[src/rtl/reset_sequencer.sv]
// Staged system reset: holds peripheral and CPU resets until the PLL lock is stable,
// then releases peripherals first and the CPU a fixed gap later; records the last cause.
module reset_sequencer #(
  parameter int unsigned             pTimerWidth = 16,
  parameter logic [pTimerWidth-1:0]  pHoldCycles = 16'd50_000,
  parameter logic [pTimerWidth-1:0]  pStageGap   = 16'd1_000
) (
  input  logic       gClock,
  input  logic       gReset,
  input  logic       iButtonPulse,
  input  logic       iSoftReset,
  input  logic       iPllLocked,
  output logic       oRstPeriph,
  output logic       oRstCpu,
  output logic       oReady,
  output logic [1:0] oCause
);

  typedef enum logic [1:0] {
    HOLD = 2'd0,
    GAP  = 2'd1,
    RUN  = 2'd2
  } state_t;

  localparam logic [1:0] CAUSE_POR    = 2'b00;
  localparam logic [1:0] CAUSE_BUTTON = 2'b01;
  localparam logic [1:0] CAUSE_SOFT   = 2'b10;
  localparam logic [1:0] CAUSE_LOCK   = 2'b11;

  state_t                 state_q, state_d;
  logic [pTimerWidth-1:0] timer_q, timer_d;
  logic [1:0]             cause_q, cause_d;
  logic                   lock_meta_q, lock_q;
  logic                   rst_periph_q, rst_cpu_q, ready_q;
  logic                   lock_loss;
  logic                   trigger;

  // Lock loss only counts once the sequence has left HOLD; in HOLD it just restarts the wait.
  assign lock_loss = !lock_q && (state_q != HOLD);
  assign trigger   = lock_loss || iButtonPulse || iSoftReset;

  always_comb begin
    state_d = state_q;
    timer_d = timer_q;
    cause_d = cause_q;
    if (trigger) begin
      state_d = HOLD;
      timer_d = pHoldCycles;
      if (lock_loss)
        cause_d = CAUSE_LOCK;
      else if (iButtonPulse)
        cause_d = CAUSE_BUTTON;
      else
        cause_d = CAUSE_SOFT;
    end else begin
      unique case (state_q)
        HOLD: begin
          if (!lock_q) begin
            timer_d = pHoldCycles;
          end else if (timer_q != '0) begin
            timer_d = timer_q - 1'b1;
          end else begin
            state_d = GAP;
            timer_d = pStageGap;
          end
        end
        GAP: begin
          if (timer_q != '0)
            timer_d = timer_q - 1'b1;
          else
            state_d = RUN;
        end
        RUN: begin
          timer_d = timer_q;
        end
        default: begin
          state_d = HOLD;
          timer_d = pHoldCycles;
        end
      endcase
    end
  end

  // Outputs are registered from the next state so they always match the state register.
  always_ff @(posedge gClock or posedge gReset) begin
    if (gReset) begin
      lock_meta_q  <= 1'b0;
      lock_q       <= 1'b0;
      state_q      <= HOLD;
      timer_q      <= pHoldCycles;
      cause_q      <= CAUSE_POR;
      rst_periph_q <= 1'b1;
      rst_cpu_q    <= 1'b1;
      ready_q      <= 1'b0;
    end else begin
      lock_meta_q  <= iPllLocked;
      lock_q       <= lock_meta_q;
      state_q      <= state_d;
      timer_q      <= timer_d;
      cause_q      <= cause_d;
      rst_periph_q <= (state_d == HOLD);
      rst_cpu_q    <= (state_d != RUN);
      ready_q      <= (state_d == RUN);
    end
  end

  assign oRstPeriph = rst_periph_q;
  assign oRstCpu    = rst_cpu_q;
  assign oReady     = ready_q;
  assign oCause     = cause_q;

endmodule
[config.mk]
export PLATFORM = sky130hd
export DESIGN_NAME = reset_sequencer
export DESIGN_NICKNAME = d
export VERILOG_FILES = /design/src/rtl/reset_sequencer.sv
export SDC_FILE = /design/constraint.sdc
export NUM_CORES = 1
export LEC_CHECK = 0
export ABC_AREA = 1
export CAP_MARGIN = 20
export CORE_MARGIN = 2
export CORE_UTILIZATION = 48
export CTS_CLUSTER_SIZE = 40
export DETAILED_ROUTE_END_ITERATION = 8
export GPL_TIMING_DRIVEN = 0
export MAX_ROUTING_LAYER = met4
export PLACE_DENSITY_LB_ADDON = 0.15
export SYNTH_ARGS = -nofsm -noshare
export SYNTH_HDL_FRONTEND = slang
export SYNTH_SLANG_ARGS = --single-unit
export TNS_END_PERCENT = 100
[constraint.sdc]
create_clock -name gClock -period 1.4 [get_ports gClock]
set_input_delay 0.28 -clock gClock [delete_from_list [all_inputs] [get_ports gClock]]
set_output_delay 0.28 -clock gClock [all_outputs]
set_load 0.05 [all_outputs]
; ---- Yosys cells after proc, flatten, opt, wreduce, memory -nomap -nowiden
; Cells that the tools add are included.
[word_totals]
regBits = 25
latch_bits = 0
mem_bits_rw = 0
mem_bits_ro = 0
input_bits = 5
output_inout_bits = 5
elab_cells = 36
memories = 0
[op_classes]
addsub = 1
multipliers = 0
n_div = 0
magnitude_cmp = 0
n_eq_ne = 6
shifts = 0
n_mux = 12
bitwise = 0
reduce_logical = 9
[op_table]
columns = op, count
row1 = $mux 16, 4
row2 = $pmux 16 s3, 1
row3 = $reduce_bool 16->1, 1
row4 = $sub 16x1->16 const B, 1
row5 = $mux 2, 6
row6 = $pmux 2 s3, 1
row7 = $eq 2x2->1 const B, 2
row8 = $logic_not 2->1, 2
row9 = $ne 2x2->1 const B, 2
row10 = $ne 3x3->1 const B, 1
row11 = $eq 2x1->1 const B, 1
row12 = $logic_or 1x1->1, 2
row13 = $reduce_and 2->1, 1
row14 = $reduce_bool 2->1, 1
row15 = $logic_and 1x1->1, 1
row16 = $logic_not 1->1, 1

; ---- Logic depth before layout (Yosys ltp)
; Gate-level depths: netlist (run 1).
[logic_depth]
word_depth = 6
ltp_mapped = 12
ltp_nobuf = 11

; ---- Worst setup path before layout (run 1)
; No wires, ideal clock.
[synth_path]
kind = register to register
start = register timer_q[0]
end = register timer_q[5]
setup_ns = 0.117
arrival_ns = 1.343
required_ns = 1.283
path_slack_ns = -0.061
path_stages_with_launch = 12
period_less_slack_ns = 1.461
cell_sequence = dfrtp_1 -> inv_1 -> ha_1 -> nand2_1 -> nor2_1 -> nand2_1 -> nand2_1 -> nand2_2 -> buf_6 -> buf_8 -> nand3_1 -> nand2_1
[synth_via]
elab_chain_len = 5
elab_cells_between_ends = 9
[synth_lines]
columns = element, line
row1 = start: declaration, 31  ; logic [pTimerWidth-1:0] timer_q, timer_d;
row2 = start signal: assignment, 90  ; timer_q <= pHoldCycles;
row3 = start signal: assignment, 99  ; timer_q <= timer_d;
row4 = $sub 16x1->16 or $reduce_bool 16->1 (tied branches), n/a
row5 = $mux 16, 60  ; end else if (timer_q != '0) begin
row6 = $mux 16, 58  ; if (!lock_q) begin
row7 = $pmux 16 s3, 56  ; unique case (state_q)
row8 = $mux 16, 46  ; if (trigger) begin
; Several ways; a longest one is shown, not always the timed one. The select of a mux whose other input is x is not followed.
; A chain may end at the register's enable or synchronous reset.

; ---- Worst setup path after layout (run 1)
[layout_path]
start = register timer_q[7]
end = register timer_q[8]
; The elaborated chain is that of the path after synthesis.

==> results of run 1 <==
sequential cells by signal, summed over array words and instances (netlist names):
signal,count
timer_q,16
oCause,2
state_q,2
lock_meta_q,1
lock_q,1
oReady,1
oRstCpu,1
oRstPeriph,1
final cells by class:
type	instances	area [um^2]	share of cell area
plain buffers	3	41.3	0.0196
clock buffers	3	22.5	0.0107
clock inverters	1	5.00	0.00237
inverters	25	96.3	0.0456
multi-input cells	150	913	0.433
flip-flops and latches	25	639	0.303
well taps	33	41.3	0.0196
repair buffers	38	352	0.167
cell families after synthesis:
group	count (synthesis)	synth area share
buffers and inverters	28	0.0850
and+or+nand+nor	130	0.394
DFF	25	0.432
adders and majority gates	2	0.0170
AOI/OAI and AO/OA	17	0.0663
xor gates and xnor gates	1	0.00595
cells in the mapped netlist:
library cell	number
o21ai_0	8
dfstp_2	8
nor3_1	5
nand3_2	1
nand4_1	3
nand3b_1	1
ha_1	2
buf_8	1
nor2_4	1
nand3b_2	2
nand2_1	57
inv_1	23
nor2_1	36
nand3_1	15
dfrtp_1	17
xor2_1	1
buf_2	1
o211ai_1	1
nand2_4	1
nor2_2	4
buf_6	1
a21oi_1	5
o21ai_2	2
o31ai_1	1
nand2_2	4
inv_2	2
path summary, 6_finish.rpt:
kind,start,end,slack [ps]
setup / recovery,timer_q[7],timer_q[8],-230
hold / removal,lock_meta_q,lock_q,370
setup reg to reg,timer_q[7],timer_q[8],-230
hold reg to reg,lock_meta_q,lock_q,370
max in group asynchronous,gReset,timer_q[12],330
min in group asynchronous,gReset,timer_q[3],430
repair_timing:
| action | 4_1_cts | 5_1_grt |
|---|---|---|
| resized for setup | 51 | 36 |
| buffers inserted | 16 | 11 |
| setup endpoints to repair | 25 | 21 |
| pin swaps | 1 | 19 |
| cloned | 1 | 1 |
power breakdown:
group / switching (mW) / total (mW) / leakage, nW / internal, mW
Clock: 0.225 / 0.332 / 0.0177 / 0.107
Sequential: 0.00932 / 0.747 / 0.306 / 0.738
Combinational: 0.117 / 0.190 / 0.706 / 0.0727
Total: 0.352 / 1.27 / 1.03 / 0.918
worst max-delay path, stage by stage, from the launching register on:
cell	delay, ps
dfrtp_2	470
nor2_4	170
nand2_4	80
nor2_1	110
nand2_1	90
nand2_2	100
nand2_4	90
buf_8	160
clkbuf_16	160
o21ai_2	60
nand2_1	80
routing by layer:
metal,global-route usage,part of all wire,vias to the layer above
met2,0.399,0.53,55
li1,-,-,725
met4,0.110,0.026,0
met3,0.0240,0.058,13
met5,-,0,-
met1,0.290,0.38,724
==> metrics.md, run 1 <==
| Metric | Value |
|---|---|
| Status | `finished, violations left` |
| Failing checks | `negative setup slack` |
| Number of remaining DRC errors | `0` |
| Crit. End Element | `flop` |
| Synth warnings | `0` |
| Final WS setup | `-229 ps` |
| Initial Utilization | `0.495` |
| R2R cell count | `10` |
| Crit path arrival time | `1900 ps` |
| Number of global-route vias before repair | `1391` |
| Worst-path fanout max | `6` |
| Antenna violations before repair | `0` |
| Die area | `0.00353 mm^2` |
| Vias | `1517` |
| Share of cells above drive strength 1 | `0.453` |
| Total power | `1.27 mW` |
| Final instance count without filler cells | `278` |
| Max Clock Skew | `8.82 ps` |
| Setup WS pre-CTS | `-276 ps` |
| Crit Path Class | `reg2reg` |
| Dpl cells | `245` |
| MaxCap Viol Count | `0` |
| Port Buffer Count | `9` |
| Total Wirelength | `4040 um` |
| Largest net degree at the start of global routing | `26` |
| Slew HR | `0.379` |
| Synth area leader | `dfrtp_1` |
| GRT overflow | `0` |
| Vias per cell | `5.46` |
| Final setup vio count | `20` |
| Leak | `1.03 nW` |
| Max Clock Freq | `614 MHz` |
| Most common cell after layout, fill and taps aside | `nand2_1` |
| TritonCTS clock tree | `yes` |
| Post-Syn Area | `0.00147 mm^2` |
| WHS Path Cells | `0` |
| Hold Buf Count CTS | `0` |
| Filler cells | `214` |
| Final period util | `1.16` |
| Later-pin clock latency in the skew report | `330 ps` |
| Clock sink count | `25` |
| CTS buffer count | `3` |
| Total Negative Setup Slacks | `-3350 ps` |
| Gr usage total | `0.239` |
| Tmin final | `1630 ps` |
| Final hold vios | `0` |
| Avg Inst Size Synth | `7.25 um^2` |
| Peak VDD IR | `0.457 mV` |
| Fin util | `0.709` |
| Wire length of the first global-routing pass | `6180 um` |
| Diode count | `0` |
| Pwr Density | `601 mW/mm^2` |
| WP data required | `1670 ps` |
| Worst-Margin Slew | `930 ps` |
| Yosys reg bits | `25` |
| Routed length per instance | `14.5 um` |
| Clock transition at the registers of the reported paths | `140 ps` |
| Synth top area cells | `dfrtp_1 (29%), nand2_1 (15%), dfstp_2 (14%)` |
| H-Tree Level Count | `1` |
| Startpoint types | `flop` |
| Synth top area share | `0.289` |
| Cell count after synthesis | `203` |
| Buffer levels on the longest clock path | `2` |
| Seq/Total Area, Yosys | `0.432` |
| Final antenna-violating net count | `0` |
| Hold WC Path Type | `reg2reg` |
| Post-placement cell area | `0.00162 mm^2` |
| Distinct cells, synth | `26` |
| Post-route cell area | `0.00211 mm^2` |
| Highest-count cells in the layout ignoring fill and taps | `nand2_1 (43), buf_4 (27), nor2_1 (25)` |
| Core outline area | `0.00298 mm^2` |
| Fin nets | `253` |
| Placer Congestion | `0.939` |
| Hold WS | `373 ps` |
| DR pass1 iterations | `4` |
| Die Span X | `59.4 um` |
| RSZ-0062 raised after global routing | `yes` |
| Io pins | `10` |
| Row cnt | `20` |
| P&R area growth vs syn | `43.3%` |
| Height of the die | `59.4 um` |
| DRT iter0 DRCs | `90` |
| Post-synthesis net count | `210` |
| Slew Limit Fails | `0` |
| Clock root cell | `clkbuf_4` |
| DP Wirelength | `2330 um` |
(Power assumes the default switching activity.)
==> inputs of run 2 (changes only) <==
Settings changed: CORE_UTILIZATION 48 to 35, PLACE_DENSITY set to 0.58, PLACE_DENSITY_LB_ADDON 0.15 to unset.
==> run 2 against run 1 <==
  * The run still ends with negative setup slack left
  * Die area grew 34%
  * Clock-buffer cell count up 1
  * Combinational power down 3%
  * Register-to-register slack improved by 30 ps
  * First-iteration DRC count fell by 10%
  * Clock skew down 3.3 ps
  * Cell area increased by 0.12%
  * Sequential share of layout area about the same
  * Core utilization shrank 18 points
  * Critical path depth unchanged
  * Clock power is 37% higher
  * Non-clock buffer count fell by 4
==> metrics.md, run 2 (synthesized netlist as in run 1, its figures left out) <==
| Metric | Value |
|---|---|
| Status | `finished, violations left` |
| Failing checks | `negative setup slack` |
| Die area | `0.00474 mm^2 (+34%)` |
| Port Buffer Count | `9 (unchanged)` |
| Hold WS | `350 ps (-23.2 ps)` |
| Highest-count cells in the layout ignoring fill and taps | `nand2_1 (44), nor2_1 (28), buf_4 (21)` |
| Crit path arrival time | `1820 ps (-80 ps)` |
| Share of cells above drive strength 1 | `0.423 (-0.0298)` |
| Hold Buf Count CTS | `0 (unchanged)` |
| Multi-input logic area | `905 um^2 (-0.96%)` |
| Placer Congestion | `0.863 (-8.1%)` |
| DRT iter0 DRCs | `81 (-10%)` |
| Later-pin clock latency in the skew report | `280 ps (-50 ps)` |
| Max Clock Skew | `5.49 ps (-3.33 ps)` |
| Final instance count without filler cells | `291 (+4.7%)` |
| Crit Path Class | `reg2reg` |
| Clock transition at the registers of the reported paths | `90 ps (-50 ps)` |
| Register Area | `641 um^2 (+0.20%)` |
| Slew Limit Fails | `0 (unchanged)` |
| RSZ-0062 raised after global routing | `yes` |
| GRT overflow | `0 (unchanged)` |
| CP Launch Point | `timer_q[7]` |
| Max Clock Freq | `626 MHz (+1.9%)` |
| Vias per cell | `4.97 (-8.9%)` |
| Reg-to-reg startpoint | `timer_q[7]` |
| Dpl cells | `262 (+6.9%)` |
| Largest Register | `timer_q` |
| R2R Setup Slk | `-200 ps (+30 ps)` |
| Antenna violations before repair | `0 (unchanged)` |
| Startpoint types | `flop` |
| Most used cell, CP | `nand2_4` |
| Worst-path cell chain | `nor2_4, nand2_4, nor2_1, nand2_1, nand2_2, nand2_4, buf_12, buf_8, nand3b_2, nand3_2` |
| Total Negative Setup Slacks | `-3040 ps (+302 ps)` |
| Fin nets | `249 (-1.6%)` |
| MaxCap Viol Count | `0 (unchanged)` |
| Crit path to | `timer_q[9]` |
| CTS buffer count | `3 (unchanged)` |
| Crit. End Element | `flop` |
| Post-placement cell area | `0.00164 mm^2 (+1.3%)` |
| TritonCTS clock tree | `yes` |
| DP Wirelength | `2390 um (+2.4%)` |
| Total power | `1.39 mW (+9.3%)` |
| Diode count | `0 (unchanged)` |
| Core outline area | `0.00403 mm^2 (+35%)` |
| P&R area growth vs syn | `43.5%` |
| Worst flop-to-flop path endpoint | `timer_q[9]` |
| Final hold vios | `0 (unchanged)` |
| Number of remaining DRC errors | `0 (unchanged)` |
| Worst-path fanout max | `6 (unchanged)` |
| Final antenna-violating net count | `0 (unchanged)` |
| Worst-Margin Slew | `443 ps (-487 ps)` |
| Total Wirelength | `4020 um (-0.37%)` |
| Pwr Density | `657 mW/mm^2 (+9.2%)` |
| Final WS setup | `-199 ps (+30.8 ps)` |
| Wire length of the first global-routing pass | `5620 um (-9.1%)` |
| WP data required | `1620 ps (-50 ps)` |
| Clock root cell | `clkbuf_8` |
| Slowest cell on crit path | `dfrtp_2` |
| Buffer levels on the longest clock path | `2 (unchanged)` |
| Leak | `1.00 nW (-2.4%)` |
| Clock sink count | `25 (unchanged)` |
| H-Tree Level Count | `1 (unchanged)` |
| Row cnt | `23 (+15%)` |
| Number of global-route vias before repair | `1209 (-13%)` |
| Setup WS pre-CTS | `-295 ps (-19.3 ps)` |
| Number of flip-flops in the largest register | `16 (unchanged)` |
| Peak VDD IR | `0.299 mV (-35%)` |
| Tmin final | `1600 ps (-30.8 ps)` |
| Hold WC Path Type | `in2async` |
| Die Span X | `68.9 um (+16%)` |
| Gr usage total | `0.166 (-0.0737)` |
| Post-route cell area | `0.00211 mm^2 (+0.12%)` |
| Routed length per instance | `13.8 um (-4.8%)` |
| Fin util | `0.525 (-0.184)` |
| Final period util | `1.14 (-0.0220)` |
| Vias | `1446 (-4.7%)` |
| Height of the die | `68.9 um (+16%)` |
| DR pass1 iterations | `4 (unchanged)` |
| Filler cells | `398 (+86%)` |
| CP peak stage delay | `460 ps (about the same)` |
| R2R cell count | `10 (unchanged)` |
| Io pins | `10 (unchanged)` |
| Most common cell after layout, fill and taps aside | `nand2_1` |
| Largest net degree at the start of global routing | `26 (unchanged)` |
| Final setup vio count | `20 (unchanged)` |
| Initial Utilization | `0.366 (-0.129)` |
| Slew HR | `0.702 (+0.322)` |
==> run 2: changes by cell type in the layout (fill, tap and decap cells not counted), moves of 3 or more <==
cell / previous run / this run
buf_4: 27 / 21
nor2_2: 9 / 4
a21oi_1: 1 / 4
clkbuf_4: 3 / 0
clkbuf_8: 0 / 3
nand2_2: 15 / 12
nor2_1: 25 / 28
o21ai_2: 2 / 5
==> run 2: worst min path at each step <==
stage,start,to,cells after the start
4_1_cts,lock_meta_q,lock_q,0
3_3_place_gp,lock_meta_q,lock_q,0
3_5_place_dp,lock_meta_q,lock_q,0
5_1_grt,lock_meta_q,lock_q,0
2_1_floorplan,gReset,lock_meta_q,1
6_report,gReset,timer_q[2],3
==> run 2: report_power, final <==
| part | switching [mW] | internal, mW | leakage (nW) |
|---|---|---|---|
| Combinational | 0.111 | 0.0727 | 0.678 |
| Clock | 0.251 | 0.205 | 0.0228 |
| Sequential | 0.0104 | 0.737 | 0.305 |
==> run 2: timing repair <==
action	in CTS	in global routing
endpoints found under the setup margin	23	23
setup buffers	9	13
pin swaps	2	23
hold endpoints to repair	0	0
gates cloned	0	3
resized for setup	32	52
==> run 2: per-layer routing <==
layer / GRT usage / vias to the layer above / wire length [um]
li1: - / 713 / -
met1: 0.219 / 687 / 1770
met2: 0.266 / 37 / 1980
met3: 0.0195 / 9 / 181
met4: 0.0515 / 0 / 91
met5: - / - / 0
==> run 2: cell type report <==
type / instances / area share
Sequential cell: 25 / 0.303
Multi-Input combinational cell: 150 / 0.428
Tap cell: 50 / 0.0296
Clock buffer: 4 / 0.0213
Buffer: 3 / 0.0219
Timing Repair Buffer: 34 / 0.150
Inverter: 25 / 0.0456
==> run 2: worst max-delay path, delay by kind of cell, from the launching register on <==
family                 cells  cell delay [ps]
buffers and inverters      2              290
flip-flops                 1              460
AND/OR/NAND/NOR            8              770
==> inputs of run 3 (changes only) <==
Settings changed: GPL_ROUTABILITY_DRIVEN set to 0.
==> results of run 3 <==
The final DEF is identical to that of run 2; final timing and power are the same.
